**src/rtl/axis_move_scheduler_if.sv**
```systemverilog
// Signal bundle between the tracker front end and the motor-drive sequencer.
//   slave  : the scheduler side. It receives the mode select, the LDR pairs and the angle pairs,
//            and it drives the four 2-bit motor buses, active_axis and sweep_done.
//   master : the driving side, such as a testbench or the tracker top level.
interface axis_move_scheduler_if #(
  parameter int unsigned W = 16
);
  logic         sma;
  logic [W-1:0] R_vertical_1;
  logic [W-1:0] R_vertical_2;
  logic [W-1:0] R_horizontal_1;
  logic [W-1:0] R_horizontal_2;
  logic [W-1:0] theta_manual;
  logic [W-1:0] theta_actual;
  logic [W-1:0] phi_manual;
  logic [W-1:0] phi_actual;
  logic [1:0]   s_out_theta_pos;
  logic [1:0]   s_out_theta_neg;
  logic [1:0]   s_out_phi_pos;
  logic [1:0]   s_out_phi_neg;
  logic         active_axis;
  logic         sweep_done;

  modport slave (
    input  sma, R_vertical_1, R_vertical_2, R_horizontal_1, R_horizontal_2,
    input  theta_manual, theta_actual, phi_manual, phi_actual,
    output s_out_theta_pos, s_out_theta_neg, s_out_phi_pos, s_out_phi_neg,
    output active_axis, sweep_done
  );

  modport master (
    output sma, R_vertical_1, R_vertical_2, R_horizontal_1, R_horizontal_2,
    output theta_manual, theta_actual, phi_manual, phi_actual,
    input  s_out_theta_pos, s_out_theta_neg, s_out_phi_pos, s_out_phi_neg,
    input  active_axis, sweep_done
  );
endinterface

```
**src/rtl/axis_move_scheduler.sv**
```systemverilog
// Motor-drive sequencer for the solar tracker.
// The block samples the per-axis errors. In automatic mode these come from the LDR pair
// differences, and in manual mode from the setpoint minus the actual angle. It then time-slices
// one shared motor driver: theta first, then phi. Each move burst lasts MOVE_CYCLES cycles and
// is followed by an all-off gap of DEAD_CYCLES cycles. At most one bus is nonzero at any time.
// Ports:
//   clk    : system clock
//   rst    : asynchronous reset, active low
//   bus_io : slave side of axis_move_scheduler_if. It carries the inputs and the motor codes
//            (00 = off, 01 = slow, 10 = fast), active_axis (0 = theta, 1 = phi) and
//            sweep_done (one-cycle pulse at the end of each sweep).
module axis_move_scheduler #(
  parameter int unsigned W           = 16,
  parameter int unsigned DEADBAND    = 2,
  parameter int unsigned FAST_THRESH = 20,
  parameter int unsigned MOVE_CYCLES = 1000,
  parameter int unsigned DEAD_CYCLES = 100
) (
  input  logic                  clk,
  input  logic                  rst,
  axis_move_scheduler_if.slave  bus_io
);

  localparam int unsigned MaxCycles = (MOVE_CYCLES > DEAD_CYCLES) ? MOVE_CYCLES : DEAD_CYCLES;
  localparam int unsigned TimerW    = $clog2(MaxCycles + 1);

  localparam logic [TimerW-1:0] MoveLoad    = TimerW'(MOVE_CYCLES - 1);
  localparam logic [TimerW-1:0] DeadLoad    = TimerW'(DEAD_CYCLES - 1);
  localparam logic [W:0]        DeadbandMag = (W + 1)'(DEADBAND);
  localparam logic [W:0]        FastMag     = (W + 1)'(FAST_THRESH);

  typedef enum logic [2:0] {StIdle, StSample, StCheck, StMove, StGap} state_e;

  state_e state_q, state_d;

  logic              axis_q, axis_d;
  logic              abort_q, abort_d;
  logic              mode_q, mode_d;
  logic [TimerW-1:0] timer_q, timer_d;
  // Errors are held as W+1-bit two's complement; bit W is the sign.
  logic [W:0]        theta_err_q, theta_err_d;
  logic [W:0]        phi_err_q, phi_err_d;

  logic [1:0] theta_pos_q, theta_pos_d;
  logic [1:0] theta_neg_q, theta_neg_d;
  logic [1:0] phi_pos_q, phi_pos_d;
  logic [1:0] phi_neg_q, phi_neg_d;
  logic       sweep_done_q, sweep_done_d;

  logic [W:0] theta_err_in, phi_err_in;
  logic [W:0] sel_err, sel_mag;
  logic       sel_move, sel_neg;
  logic [1:0] move_code;

  // Live error sources. The inputs are zero-extended first, so the W+1-bit difference is exact.
  always_comb begin
    if (bus_io.sma) begin
      theta_err_in = {1'b0, bus_io.R_vertical_1} - {1'b0, bus_io.R_vertical_2};
      phi_err_in   = {1'b0, bus_io.R_horizontal_1} - {1'b0, bus_io.R_horizontal_2};
    end else begin
      theta_err_in = {1'b0, bus_io.theta_manual} - {1'b0, bus_io.theta_actual};
      phi_err_in   = {1'b0, bus_io.phi_manual} - {1'b0, bus_io.phi_actual};
    end
  end

  // Decode the latched error of the currently selected axis.
  always_comb begin
    sel_err   = axis_q ? phi_err_q : theta_err_q;
    sel_neg   = sel_err[W];
    sel_mag   = sel_neg ? (~sel_err + 1'b1) : sel_err;
    sel_move  = (sel_mag > DeadbandMag);
    move_code = (sel_mag >= FastMag) ? 2'b10 : 2'b01;
  end

  // State register
  always_ff @(posedge clk or negedge rst) begin
    if (!rst) begin
      state_q <= StIdle;
    end else begin
      state_q <= state_d;
    end
  end

  // Next-state and datapath update
  always_comb begin
    state_d     = state_q;
    axis_d      = axis_q;
    abort_d     = abort_q;
    mode_d      = mode_q;
    timer_d     = timer_q;
    theta_err_d = theta_err_q;
    phi_err_d   = phi_err_q;
    unique case (state_q)
      StIdle: begin
        state_d = StSample;
      end
      StSample: begin
        theta_err_d = theta_err_in;
        phi_err_d   = phi_err_in;
        mode_d      = bus_io.sma;
        axis_d      = 1'b0;
        abort_d     = 1'b0;
        state_d     = StCheck;
      end
      StCheck: begin
        if (sel_move) begin
          state_d = StMove;
          timer_d = MoveLoad;
        end else if (!axis_q) begin
          axis_d = 1'b1;
        end else begin
          state_d = StSample;
        end
      end
      StMove: begin
        // A mode change ends the burst at once. The sweep is then finished after the gap.
        if (bus_io.sma != mode_q) begin
          abort_d = 1'b1;
          state_d = StGap;
          timer_d = DeadLoad;
        end else if (timer_q == '0) begin
          state_d = StGap;
          timer_d = DeadLoad;
        end else begin
          timer_d = timer_q - TimerW'(1);
        end
      end
      StGap: begin
        if (timer_q == '0) begin
          if (!axis_q && !abort_q) begin
            axis_d  = 1'b1;
            state_d = StCheck;
          end else begin
            state_d = StSample;
          end
        end else begin
          timer_d = timer_q - TimerW'(1);
        end
      end
      default: begin
        state_d = StIdle;
      end
    endcase
  end

  // Registered outputs are decoded from the next state, so a bus is nonzero exactly while the
  // FSM sits in StMove. The axis does not change between StCheck and StMove, which makes
  // axis_q a valid selector here.
  always_comb begin
    theta_pos_d  = 2'b00;
    theta_neg_d  = 2'b00;
    phi_pos_d    = 2'b00;
    phi_neg_d    = 2'b00;
    if (state_d == StMove) begin
      if (!axis_q) begin
        if (sel_neg) begin
          theta_neg_d = move_code;
        end else begin
          theta_pos_d = move_code;
        end
      end else begin
        if (sel_neg) begin
          phi_neg_d = move_code;
        end else begin
          phi_pos_d = move_code;
        end
      end
    end
    sweep_done_d = (state_d == StSample) && ((state_q == StCheck) || (state_q == StGap));
  end

  always_ff @(posedge clk or negedge rst) begin
    if (!rst) begin
      axis_q       <= 1'b0;
      abort_q      <= 1'b0;
      mode_q       <= 1'b0;
      timer_q      <= '0;
      theta_err_q  <= '0;
      phi_err_q    <= '0;
      theta_pos_q  <= 2'b00;
      theta_neg_q  <= 2'b00;
      phi_pos_q    <= 2'b00;
      phi_neg_q    <= 2'b00;
      sweep_done_q <= 1'b0;
    end else begin
      axis_q       <= axis_d;
      abort_q      <= abort_d;
      mode_q       <= mode_d;
      timer_q      <= timer_d;
      theta_err_q  <= theta_err_d;
      phi_err_q    <= phi_err_d;
      theta_pos_q  <= theta_pos_d;
      theta_neg_q  <= theta_neg_d;
      phi_pos_q    <= phi_pos_d;
      phi_neg_q    <= phi_neg_d;
      sweep_done_q <= sweep_done_d;
    end
  end

  assign bus_io.s_out_theta_pos = theta_pos_q;
  assign bus_io.s_out_theta_neg = theta_neg_q;
  assign bus_io.s_out_phi_pos   = phi_pos_q;
  assign bus_io.s_out_phi_neg   = phi_neg_q;
  assign bus_io.active_axis     = axis_q;
  assign bus_io.sweep_done      = sweep_done_q;

endmodule

```
**src/flat_wrapper.sv**
```systemverilog
// flat-port wrapper written by rule: the top's interface ports become plain ports
module axis_move_scheduler_flat 
#(
  parameter int unsigned W           = 16,
  parameter int unsigned DEADBAND    = 2,
  parameter int unsigned FAST_THRESH = 20,
  parameter int unsigned MOVE_CYCLES = 1000,
  parameter int unsigned DEAD_CYCLES = 100
)
  (clk, rst, bus_io_sma, bus_io_R_vertical_1, bus_io_R_vertical_2, bus_io_R_horizontal_1, bus_io_R_horizontal_2, bus_io_theta_manual, bus_io_theta_actual, bus_io_phi_manual, bus_io_phi_actual, bus_io_s_out_theta_pos, bus_io_s_out_theta_neg, bus_io_s_out_phi_pos, bus_io_s_out_phi_neg, bus_io_active_axis, bus_io_sweep_done);
  axis_move_scheduler_if #(.W(W)) bus_io_i ();
  input  logic clk;
  input  logic rst;
  input wire logic [$bits(bus_io_i.sma)-1:0] bus_io_sma;
  input wire logic [$bits(bus_io_i.R_vertical_1)-1:0] bus_io_R_vertical_1;
  input wire logic [$bits(bus_io_i.R_vertical_2)-1:0] bus_io_R_vertical_2;
  input wire logic [$bits(bus_io_i.R_horizontal_1)-1:0] bus_io_R_horizontal_1;
  input wire logic [$bits(bus_io_i.R_horizontal_2)-1:0] bus_io_R_horizontal_2;
  input wire logic [$bits(bus_io_i.theta_manual)-1:0] bus_io_theta_manual;
  input wire logic [$bits(bus_io_i.theta_actual)-1:0] bus_io_theta_actual;
  input wire logic [$bits(bus_io_i.phi_manual)-1:0] bus_io_phi_manual;
  input wire logic [$bits(bus_io_i.phi_actual)-1:0] bus_io_phi_actual;
  output wire logic [$bits(bus_io_i.s_out_theta_pos)-1:0] bus_io_s_out_theta_pos;
  output wire logic [$bits(bus_io_i.s_out_theta_neg)-1:0] bus_io_s_out_theta_neg;
  output wire logic [$bits(bus_io_i.s_out_phi_pos)-1:0] bus_io_s_out_phi_pos;
  output wire logic [$bits(bus_io_i.s_out_phi_neg)-1:0] bus_io_s_out_phi_neg;
  output wire logic [$bits(bus_io_i.active_axis)-1:0] bus_io_active_axis;
  output wire logic [$bits(bus_io_i.sweep_done)-1:0] bus_io_sweep_done;
  assign bus_io_i.sma = bus_io_sma;
  assign bus_io_i.R_vertical_1 = bus_io_R_vertical_1;
  assign bus_io_i.R_vertical_2 = bus_io_R_vertical_2;
  assign bus_io_i.R_horizontal_1 = bus_io_R_horizontal_1;
  assign bus_io_i.R_horizontal_2 = bus_io_R_horizontal_2;
  assign bus_io_i.theta_manual = bus_io_theta_manual;
  assign bus_io_i.theta_actual = bus_io_theta_actual;
  assign bus_io_i.phi_manual = bus_io_phi_manual;
  assign bus_io_i.phi_actual = bus_io_phi_actual;
  assign bus_io_s_out_theta_pos = bus_io_i.s_out_theta_pos;
  assign bus_io_s_out_theta_neg = bus_io_i.s_out_theta_neg;
  assign bus_io_s_out_phi_pos = bus_io_i.s_out_phi_pos;
  assign bus_io_s_out_phi_neg = bus_io_i.s_out_phi_neg;
  assign bus_io_active_axis = bus_io_i.active_axis;
  assign bus_io_sweep_done = bus_io_i.sweep_done;
  axis_move_scheduler #(.W(W), .DEADBAND(DEADBAND), .FAST_THRESH(FAST_THRESH), .MOVE_CYCLES(MOVE_CYCLES), .DEAD_CYCLES(DEAD_CYCLES)) u_core (.clk(clk), .rst(rst), .bus_io(bus_io_i));
endmodule
```
**config.mk**
```make
export PLATFORM = sky130hd
export DESIGN_NAME = axis_move_scheduler_flat
export DESIGN_NICKNAME = d
export VERILOG_FILES = /design/src/rtl/axis_move_scheduler_if.sv /design/src/rtl/axis_move_scheduler.sv /design/src/flat_wrapper.sv
export SDC_FILE = /design/constraint.sdc
export NUM_CORES = 1
export LEC_CHECK = 0
export ABC_AREA = 1
export CORE_MARGIN = 2
export CORE_UTILIZATION = 54
export CTS_CLUSTER_SIZE = 30
export DETAILED_ROUTE_END_ITERATION = 7
export MAX_ROUTING_LAYER = met4
export PLACE_DENSITY_LB_ADDON = 0.3
export SLEW_MARGIN = 20
export SYNTH_ARGS = -nofsm -noshare
export SYNTH_HDL_FRONTEND = slang
export SYNTH_SLANG_ARGS = --single-unit
```
**constraint.sdc**
```tcl
create_clock -name clk -period 2.6 [get_ports clk]
set_input_delay 0.52 -clock clk [delete_from_list [all_inputs] [get_ports clk]]
set_output_delay 0.52 -clock clk [all_outputs]
set_load 0.02 [all_outputs]
```
==> reports/metrics.yaml <==
drive_gt1_share_pct: 17.12
crit_chain: "clkdlybuf4s50_1, inv_1, ha_1, nand3_1, nand3_1, inv_1, nor2_1, nor2_1, o21ai_0, nand2_1, nand2_1, inv_1, o21ai_0, nand2_1, nand3_1, nand2_1, nand2_1, nand2_1"
drt_wl_total_um: 21380
cts_buffer_depth: 2
cts_tree: "yes"
drt_drc_violations_left: 0
power.leakage_nw: 5.222
hold_ws_ps: 178.6
hold_path.class: "input port to asynchronous set/reset pin"
die_width_um: 117.6
final_cells: 1546
setup_viol: 0
rsz0062_at_grt: "yes"
synth_warnings: 0
clk_latency_ps: 330
mappedNetlistArea_mm2: 0.006967
skew_ps: 8.595
initial_core_util_pct: 55.21
grt_max_degree: 60
ys_seq_area_share_pct: 21.19
cp_max_fo: 3
post-route-period-util_pct: 97.52
status: "finished clean"
hold_violations: 0
synth_nets: 1317
tightest_slew_ps: 551.2
r2r_start: "u_core.bus_io.active_axis"
reg2regPathDepth: 15
ant_nets: 0
layout_commonest_cell: "nand2_1"
antenna_found_initial: 1
crit_family: "simple AND/OR/NAND/NOR gates"
post_synth.cell_area_avg_um2: 6.243
final_max_slew_viol_count: 0
layout_common_cells: "nand2_1, inv_1, clkdlybuf4s50_1"
period_needed_ps: 2536
r2r-end: "u_core.bus_io.s_out_phi_pos[0]"
io_buffers: 140
critPathKind: "input port to flip-flop"
post_drt_wl_per_cell_um: 13.83
cp_num_buf_inv: 4
gr-total-overflow: 0
totalPowerFinal_mw: 8.282
pre_cts_ws_ps: -487.4
place_area_mm2: 0.009345
htree_levels: 3
first_pass_iters: 5
die_area_mm2: 0.01383
syn2layout_area_growth_pct: 44.67
crit_path_frequent_cell: "nand2_1"
routabilityCongestion: 0.9708
io_pins: 141
cp.arrival_ps: 2760
final_nets: 1570
regToRegSetupSlack_ps: 70
placed_cells: 1520
dieHeight_um: 117.6
crit_path_start_kind: "input port"
dp_hpwl_um: 16670
cpMaxStageDelayCell: "clkdlybuf4s50_1"
cp-startpoint: "bus_io_R_horizontal_2[1]"
grt_pass1_wl_um: 34020
first_iter_violations: 740
synth_cells: 1116
fmax_mhz: 394.4
cap_violations: 0
ys_ff_latch: 59
cp.required_ps: 2820
row_count: 41
track_usage_pct: 30.49
cts_root_buf: "clkbuf_16"
clock_sinks: 59
vdd_ir_drop_max_uv: 572.7
clkTransAtPathRegs_ps: 50
end_kind: "flip-flop"
cellPowerDensity_mw_per_mm2: 821.8
vias_per_cell: 5.338
grt_pass1_vias: 7631
utilization_pct: 79.86
vias: 8253
crit_path_max_incr_delay_ps: 520
tns_ps: 0
crit_cells: 18
cp-endpoint: "u_core.phi_err_q[11]"
cts_inserted_buffers: 9
synth_cell_types: 48
core_area_mm2: 0.01262
fin_ws_ps: 64.46
fin_area_mm2: 0.01008
slew_headroom_pct: 63.25
n_fill_cell: 914
==> sequential cells by signal, indices dropped and copies added, names as in the netlist <==
| signal | count |
|---|---|
| u_core.abort_q | 1 |
| u_core.timer_q | 10 |
| u_core.mode_q | 1 |
| u_core.bus_io.s_out_theta_neg | 2 |
| u_core.bus_io.sweep_done | 1 |
| u_core.bus_io.s_out_phi_pos | 2 |
| u_core.bus_io.s_out_theta_pos | 2 |
| u_core.phi_err_q | 17 |
| u_core.bus_io.active_axis | 1 |
| u_core.state_q | 3 |
| u_core.theta_err_q | 17 |
| u_core.bus_io.s_out_phi_neg | 2 |
==> final cells by class <==
type	instances	area, um^2	area share, %
antenna	1	2.502	0.02483
clock buffer	11	252.7	2.508
clock inverter	4	73.82	0.7325
inverter	190	713.2	7.076
multi-input combinational	845	4954	49.15
sequential	59	1476	14.65
tap	172	215.2	2.135
timing repair buffer	264	2391	23.72
==> kinds of logic (layout without fill, tap and decap cells) <==
kind of cell,Yosys count,count (layout),share of synthesized area (%)
buf+inv,212,469,12.16
xor+xnor,24,24,3.017
flops,59,59,21.19
other cells,0,1,0
compound gates,238,238,18.89
fa+ha+maj,70,70,13.00
simple gates,513,513,31.73
==> cell usage after synthesis, drive strengths merged <==
| library cell | n | share of area (%) |
|---|---|---|
| dfrtp | 59 | 21 |
| clkbuf | 10 | 0.54 |
| nand3b | 3 | 0.32 |
| nand4 | 18 | 1.8 |
| xor2 | 14 | 1.8 |
| nand3 | 85 | 6.4 |
| fa | 4 | 1.1 |
| o221ai | 2 | 0.25 |
| o22ai | 2 | 0.18 |
| or3 | 1 | 0.090 |
| a2bb2oi | 3 | 0.38 |
| nor3 | 10 | 0.79 |
| a21boi | 4 | 0.43 |
| buf | 12 | 1.4 |
| o211ai | 4 | 0.43 |
| a221oi | 1 | 0.13 |
| nor2 | 94 | 5.4 |
| inv | 190 | 10 |
| a22oi | 2 | 0.22 |
| ha | 66 | 12 |
| a31oi | 4 | 0.36 |
| o21ai | 119 | 9.0 |
| or2 | 3 | 0.27 |
| o21bai | 2 | 0.22 |
| o21a | 2 | 0.22 |
| xnor2 | 10 | 1.3 |
| a21o | 2 | 0.22 |
| o2bb2ai | 1 | 0.13 |
| o31ai | 4 | 0.43 |
| a21oi | 85 | 6.2 |
| nand2 | 299 | 17 |
| o2111ai | 1 | 0.13 |
==> how the worst min path moves through the flow <==
stage                        endpoint              startpoint  slack (ps)  cells past startpoint
6_report        u_core.theta_err_q[2]                     rst         180                      2
5_1_grt         u_core.theta_err_q[4]                     rst         220                      2
4_1_cts             u_core.timer_q[6]                     rst         210                      2
3_5_place_dp   u_core.theta_err_q[15]  u_core.theta_err_q[15]         460                      2
3_3_place_gp      u_core.phi_err_q[5]     u_core.phi_err_q[5]         460                      2
2_1_floorplan          u_core.abort_q                     rst         220                      0
==> where the power goes <==
| part | switching [mW] | internal [mW] |
|---|---|---|
| Combinational | 3.28 | 2.13 |
| Sequential | 0.246 | 1.34 |
| Clock | 0.408 | 0.884 |
| Total | 3.93 | 4.35 |
==> per-layer routing <==
| layer | routed length, um | vias to the layer above | part of all wire, % | global-route usage, % |
|---|---|---|---|---|
| met5 | 0 | - | 0 | - |
| met4 | 453 | 0 | 2.1 | 8.133 |
| met3 | 1441 | 46 | 6.7 | 4.893 |
| met2 | 10350 | 324 | 48 | 51.72 |
| met1 | 9136 | 3735 | 43 | 37.93 |
| li1 | - | 4148 | - | - |
==> worst reg2reg max path: cells and delay by family, from the launching register on <==
kind / cells / cell delay, ps
AOI/OAI and AO/OA: 1 / 190
buffers and inverters: 2 / 330
DFF: 1 / 410
and+or+nand+nor: 12 / 1540
==> repair_timing <==
item	4_1_cts	5_1_grt
buffers inserted	4	6
pin swaps	4	34
gates resized for setup	10	95
hold buffers	0	0
setup endpoints to repair	23	41
(Power assumes the default switching activity.)
